<file path="src/rtl/ch_arbiter.sv">
// Channel arbiter: fixed-priority or round-robin selection of N_CH requesters,
// registered one-hot grant held until done/drop/mask/disable or watchdog expiry.
module ch_arbiter #(
  parameter int N_CH     = 16,
  parameter int HOLD_MAX = 15
) (
  input  logic                      clk_i,
  input  logic                      resetn_i,
  input  logic                      en_i,
  input  logic                      mode_i,
  input  logic [N_CH-1:0]           req_i,
  input  logic [N_CH-1:0]           mask_i,
  input  logic                      done_i,
  output logic [N_CH-1:0]           gnt_o,
  output logic [$clog2(N_CH)-1:0]   gnt_idx_o,
  output logic                      gnt_valid_o,
  output logic                      timeout_o
);

  localparam int CW    = $clog2(N_CH);
  // A zero-width counter is illegal, so a disabled watchdog still keeps one bit.
  localparam int CNT_W = (HOLD_MAX > 0) ? $clog2(HOLD_MAX + 1) : 1;
  localparam bit WD_EN = (HOLD_MAX != 0);
  localparam logic [CNT_W-1:0] CNT_LAST = CNT_W'(HOLD_MAX - 1);
  localparam logic [CNT_W-1:0] CNT_SAT  = '1;
  localparam logic [CW-1:0]    LAST_RST = CW'(N_CH - 1);

  typedef enum logic [1:0] {
    ST_IDLE  = 2'd0,
    ST_GRANT = 2'd1,
    ST_GAP   = 2'd2
  } state_t;

  function automatic logic [CW-1:0] pick_fixed(input logic [N_CH-1:0] v);
    logic [CW-1:0] w;
    logic [CW-1:0] ki;
    w = '0;
    for (int k = N_CH - 1; k >= 0; k--) begin
      ki = CW'(k);
      if (v[ki]) begin
        w = ki;
      end else begin
        w = w;
      end
    end
    return w;
  endfunction

  function automatic logic [CW-1:0] pick_rr(input logic [N_CH-1:0] v,
                                            input logic [CW-1:0]   last);
    logic [CW-1:0] w;
    logic [CW-1:0] ci;
    logic          found;
    w     = '0;
    found = 1'b0;
    for (int k = 1; k <= N_CH; k++) begin
      ci = CW'((int'(last) + k) % N_CH);
      if (!found && v[ci]) begin
        w     = ci;
        found = 1'b1;
      end else begin
        w = w;
      end
    end
    return w;
  endfunction

  function automatic logic [N_CH-1:0] onehot(input logic [CW-1:0] idx);
    return {{(N_CH-1){1'b0}}, 1'b1} << idx;
  endfunction

  state_t              state_r, state_nxt_s;
  logic [CNT_W-1:0]    cnt_r, cnt_nxt_s;
  logic [CW-1:0]       last_r, last_nxt_s;
  logic [N_CH-1:0]     gnt_nxt_s;
  logic [CW-1:0]       idx_nxt_s;
  logic                valid_nxt_s;
  logic                timeout_nxt_s;
  logic [N_CH-1:0]     elig_s;
  logic [CW-1:0]       winner_s;
  logic                own_req_s;
  logic                own_mask_s;

  assign elig_s     = en_i ? (req_i & ~mask_i) : '0;
  assign winner_s   = mode_i ? pick_rr(elig_s, last_r) : pick_fixed(elig_s);
  assign own_req_s  = |(req_i & gnt_o);
  assign own_mask_s = |(mask_i & gnt_o);

  // Next-state and next-output decode.
  always_comb begin
    state_nxt_s   = state_r;
    cnt_nxt_s     = cnt_r;
    last_nxt_s    = last_r;
    gnt_nxt_s     = gnt_o;
    idx_nxt_s     = gnt_idx_o;
    valid_nxt_s   = gnt_valid_o;
    timeout_nxt_s = 1'b0;
    case (state_r)
      ST_IDLE, ST_GAP: begin
        if (elig_s != '0) begin
          state_nxt_s = ST_GRANT;
          gnt_nxt_s   = onehot(winner_s);
          idx_nxt_s   = winner_s;
          valid_nxt_s = 1'b1;
          cnt_nxt_s   = '0;
          last_nxt_s  = winner_s;
        end else begin
          state_nxt_s = ST_IDLE;
          gnt_nxt_s   = '0;
          valid_nxt_s = 1'b0;
        end
      end
      ST_GRANT: begin
        if (!en_i) begin
          state_nxt_s = ST_IDLE;
          gnt_nxt_s   = '0;
          valid_nxt_s = 1'b0;
        end else if (done_i || !own_req_s || own_mask_s) begin
          state_nxt_s = ST_GAP;
          gnt_nxt_s   = '0;
          valid_nxt_s = 1'b0;
        end else if (WD_EN && (cnt_r == CNT_LAST)) begin
          state_nxt_s   = ST_GAP;
          gnt_nxt_s     = '0;
          valid_nxt_s   = 1'b0;
          timeout_nxt_s = 1'b1;
        end else if (cnt_r != CNT_SAT) begin
          cnt_nxt_s = cnt_r + CNT_W'(1);
        end else begin
          cnt_nxt_s = cnt_r;
        end
      end
      default: begin
        state_nxt_s = ST_IDLE;
        gnt_nxt_s   = '0;
        valid_nxt_s = 1'b0;
      end
    endcase
  end

  // State, pointer, counter and registered outputs.
  always_ff @(posedge clk_i or negedge resetn_i) begin
    if (!resetn_i) begin
      state_r     <= ST_IDLE;
      cnt_r       <= '0;
      last_r      <= LAST_RST;
      gnt_o       <= '0;
      gnt_idx_o   <= '0;
      gnt_valid_o <= 1'b0;
      timeout_o   <= 1'b0;
    end else begin
      state_r     <= state_nxt_s;
      cnt_r       <= cnt_nxt_s;
      last_r      <= last_nxt_s;
      gnt_o       <= gnt_nxt_s;
      gnt_idx_o   <= idx_nxt_s;
      gnt_valid_o <= valid_nxt_s;
      timeout_o   <= timeout_nxt_s;
    end
  end

endmodule

</file>
<file path="config.mk">
export PLATFORM = sky130hd
export DESIGN_NAME = ch_arbiter
export DESIGN_NICKNAME = d
export VERILOG_FILES = /design/src/rtl/ch_arbiter.sv
export SDC_FILE = /design/constraint.sdc
export NUM_CORES = 1
export LEC_CHECK = 0
export ABC_AREA = 1
export CORE_AREA = 2 2 103 105
export CTS_BUF_LIST = sky130_fd_sc_hd__clkbuf_4 sky130_fd_sc_hd__clkbuf_8
export DETAILED_ROUTE_END_ITERATION = 8
export DIE_AREA = 0 0 105 107
export PLACE_DENSITY = 0.67
export RECOVER_POWER = 25
export SYNTH_ARGS = -nofsm -noshare
export SYNTH_HDL_FRONTEND = slang
export SYNTH_SLANG_ARGS = --single-unit
export TNS_END_PERCENT = 1
</file>
<file path="constraint.sdc">
create_clock -name clk_i -period 3.72 [get_ports clk_i]
set_clock_uncertainty 0.15 [all_clocks]
set_input_delay 0.744 -clock clk_i [delete_from_list [all_inputs] [get_ports clk_i]]
set_output_delay 0.744 -clock clk_i [all_outputs]
set_load 0.03 [all_outputs]
</file>
==> impl_metrics.env <==
export IMPL_status="finished, violations left"
export IMPL_failed_checks="max-capacitance violations, max-slew violations"
export IMPL_ys_types=52
export IMPL_synth_largest_area_cell="nand2_1"
export IMPL_cts_sinks=31
export IMPL_slowest_stage="dfstp_2"
export IMPL_antenna_cells=0
export IMPL_drive_above_1_share_pct=32.54
export IMPL_grt_busiest_layer="met2"
export IMPL_fillers=954
export IMPL_cpPeakStageDelay_ps=580
export IMPL_max_slew_margin_rel_pct=-7.312
export IMPL_grt_max_degree=32
export IMPL_synthTopCellsByArea="nand2_1 (20%), dfrtp_1 (17%), nand3_1 (12%), inv_1 (6.1%), nor2_1 (6.0%)"
export IMPL_path_max_fanout=8
export IMPL_dpl_hpwl_um=11660
export IMPL_track_usage_pct=25.94
export IMPL_clk_path_buf_depth=2
export IMPL_crit_family="simple AND/OR/NAND/NOR gates"
export IMPL_layout_setup_ws_ps=126.4
export IMPL_path_buf_inv=5
export IMPL_globalplace_congestion=0.9526
export IMPL_initial_utilization_pct=39.95
export IMPL_finalMaxSlewViolations=32
export IMPL_hold_viol_final=0
export IMPL_yosysSeqAreaShare_pct=19.37
export IMPL_cts_buffers=5
export IMPL_cts_tree="built"
export IMPL_core_mm2=0.01009
export IMPL_cts_htree_levels=2
export IMPL_ant_nets=0
export IMPL_clkTransAtPathRegs_ps=70
export IMPL_synth_area_mm2=0.004031
export IMPL_crit_path_end_kind="register"
export IMPL_area_growth_pct=52.05
export IMPL_met1_usage_pct=35.03
export IMPL_rsz0062_at_grt="true"
export IMPL_drc=0
export IMPL_syn_instance_count=659
export IMPL_vias=5047
export IMPL_viasPerCell=5.381
export IMPL_crit_arrival_ps=3670
export IMPL_final_core_util_pct=60.74
export IMPL_cp_start_kind="register"
export IMPL_synth_top_area_share_pct=20.02
export IMPL_grtUsageMet2_pct=43.83
export IMPL_worstHoldPathType="reg2reg"
export IMPL_wl_per_cell_um=16.21
export IMPL_yosys_register_bits=31
export IMPL_critPathRequiredTime_ps=3800
export IMPL_max_freq_mhz=278.3
export IMPL_io_pins=59
export IMPL_clkLatencyLatePin_ps=290
export IMPL_post_route_period_util_pct=96.60
export IMPL_root_buffer="clkbuf_8"
export IMPL_grt_antenna_before_repair=0
export IMPL_dr_first_iter_drc_count=363
export IMPL_port_buffers=58
export IMPL_first_global_vias=4839
export IMPL_path_common_cell="nand2_1"
export IMPL_cap_violations=1
export IMPL_die_h_um=107
export IMPL_criticalPathCategory="reg2reg"
export IMPL_hold_buffers=0
export IMPL_yosys_warnings=0
export IMPL_grt_util_met3_pct=3.283
export IMPL_std_cell_rows=37
export IMPL_routed_wl_um=15210
export IMPL_synth_nets=705
export IMPL_synth_area_per_cell_um2=6.117
export IMPL_grt_pass1_wl_um=23530
export IMPL_preCtsSetupSlack_ps=-512.7
export IMPL_dieArea_mm2=0.01124
export IMPL_worst_pin_slew_ps=1610
export IMPL_grt_remaining_overflow=0
export IMPL_die_w_um=105
export IMPL_drt_pass1_iter_count=5
export IMPL_finalSetupViolations=0
export IMPL_nets=847
export IMPL_min_period_ps=3594
[cells in the mapped netlist (all sizes together)]
cell type / instances
nand2: 233
o211ai: 2
nand3b: 1
nor2: 79
o21bai: 4
nand3: 108
a22o: 4
o22ai: 2
dfrtp: 27
o21a: 2
nor4b: 1
nand4: 29
a221oi: 4
a31oi: 3
or3: 1
dfstp: 4
a21o: 1
nor3: 10
buf: 11
o21ai: 17
xnor2: 2
inv: 76
o31ai: 2
clkinv: 1
and2: 1
ha: 9
clkbuf: 3
xor2: 7
a21oi: 15
[placed cells by master (no fill, tap or decap), types with 3 or more instances in the layout]
| cell | count |
|---|---|
| dlymetal6s2s_1 | 26 |
| o21ai_1 | 6 |
| nand3_1 | 69 |
| clkdlybuf4s50_1 | 24 |
| a21oi_1 | 13 |
| nor3_1 | 9 |
| inv_2 | 11 |
| nand4_4 | 3 |
| dfrtp_1 | 27 |
| nand4_1 | 25 |
| nand2_4 | 10 |
| inv_1 | 61 |
| xor2_4 | 3 |
| o21ai_0 | 9 |
| a22o_1 | 4 |
| nor2_1 | 48 |
| dlygate4sd2_1 | 6 |
| clkbuf_8 | 5 |
| nor2_4 | 16 |
| dfstp_2 | 3 |
| inv_4 | 4 |
| ha_1 | 5 |
| nand2_2 | 36 |
| nand3_4 | 8 |
| ha_4 | 3 |
| nand2_1 | 185 |
| o21bai_2 | 4 |
| nor2_2 | 15 |
| buf_4 | 81 |
| a221oi_1 | 4 |
| nand3_2 | 31 |
| buf_6 | 4 |
[layout make-up]
cell class / count / area (µm²) / share of cell area [%]
timing repair buffer: 149 / 1408 / 22.96
clock inverter: 3 / 43.79 / 0.7144
multi-input combinational: 537 / 3356 / 54.75
sequential: 31 / 784.5 / 12.80
inverter: 77 / 299.0 / 4.879
tap: 136 / 170.2 / 2.776
clock buffer: 5 / 68.82 / 1.123
[timing repair]
item	4_1_cts	5_1_grt
pin swaps	14	51
gates cloned	1	1
endpoints found under the setup margin	24	24
buffers inserted	11	20
gates resized for setup	31	143
[tightest hold or removal path, cell delays in order (launching register included)]
cell	delay (ps)
dfrtp_1	350
nand2_1	50
nand2_1	60
[per-stage QoR]
step | cell area (µm²) | TNS (ps) | hold slack (ps) | instances
4_1_cts | 5438 | 0 | 350.8 | 917
3_5_place_dp | 5121 | -10410 | 326.5 | 897
5_1_grt | 6130 | -1357 | 369.8 | 938
3_3_place_gp | 5121 | -9427 | 319.8 | 897
2_1_floorplan | 4031 | 0 | 298.4 | 659
6_report | 6130 | 0 | 343.4 | 938
[state kept, by name (all words and copies together), names as in the netlist]
name / flops
cnt_r: 4
gnt_valid_o: 1
last_r: 4
state_r: 1
gnt_o: 16
timeout_o: 1
gnt_idx_o: 4
[routing by layer]
metal / vias up / routed length [µm]
li1: 2448 / -
met1: 2393 / 6549
met2: 177 / 7351
met3: 29 / 994
met4: 0 / 312
met5: - / 0
[kinds of logic (layout without fill, tap and decap cells)]
group	Yosys count	in the layout	share of synthesized area (%)
simple gates	463	463	55.46
buf+inv	91	234	9.931
compound gates	56	56	9.373
flops	31	31	19.37
fa+ha+maj	9	9	2.793
xor+xnor	9	9	3.073
[final timing paths]
check,startpoint,to,slack [ps],cells past startpoint
worst max-delay path,last_r[1]$_DFFE_PN1P_,gnt_o[13]$_DFFE_PN0P_,130,25
worst min-delay path,gnt_idx_o[0]$_DFFE_PN0P_,gnt_idx_o[0]$_DFFE_PN0P_,340,2
worst max register to register,last_r[1]$_DFFE_PN1P_,gnt_o[13]$_DFFE_PN0P_,130,25
worst min register to register,gnt_idx_o[0]$_DFFE_PN0P_,gnt_idx_o[0]$_DFFE_PN0P_,340,2
max in group asynchronous,resetn_i,gnt_o[8]$_DFFE_PN0P_,1240,2
min in group asynchronous,resetn_i,gnt_valid_o$_DFFE_PN0P_,1250,2
Power is left out: the tool's default activity adds up to more than one toggle a clock period on the data nets, which glitch-free logic cannot reach.
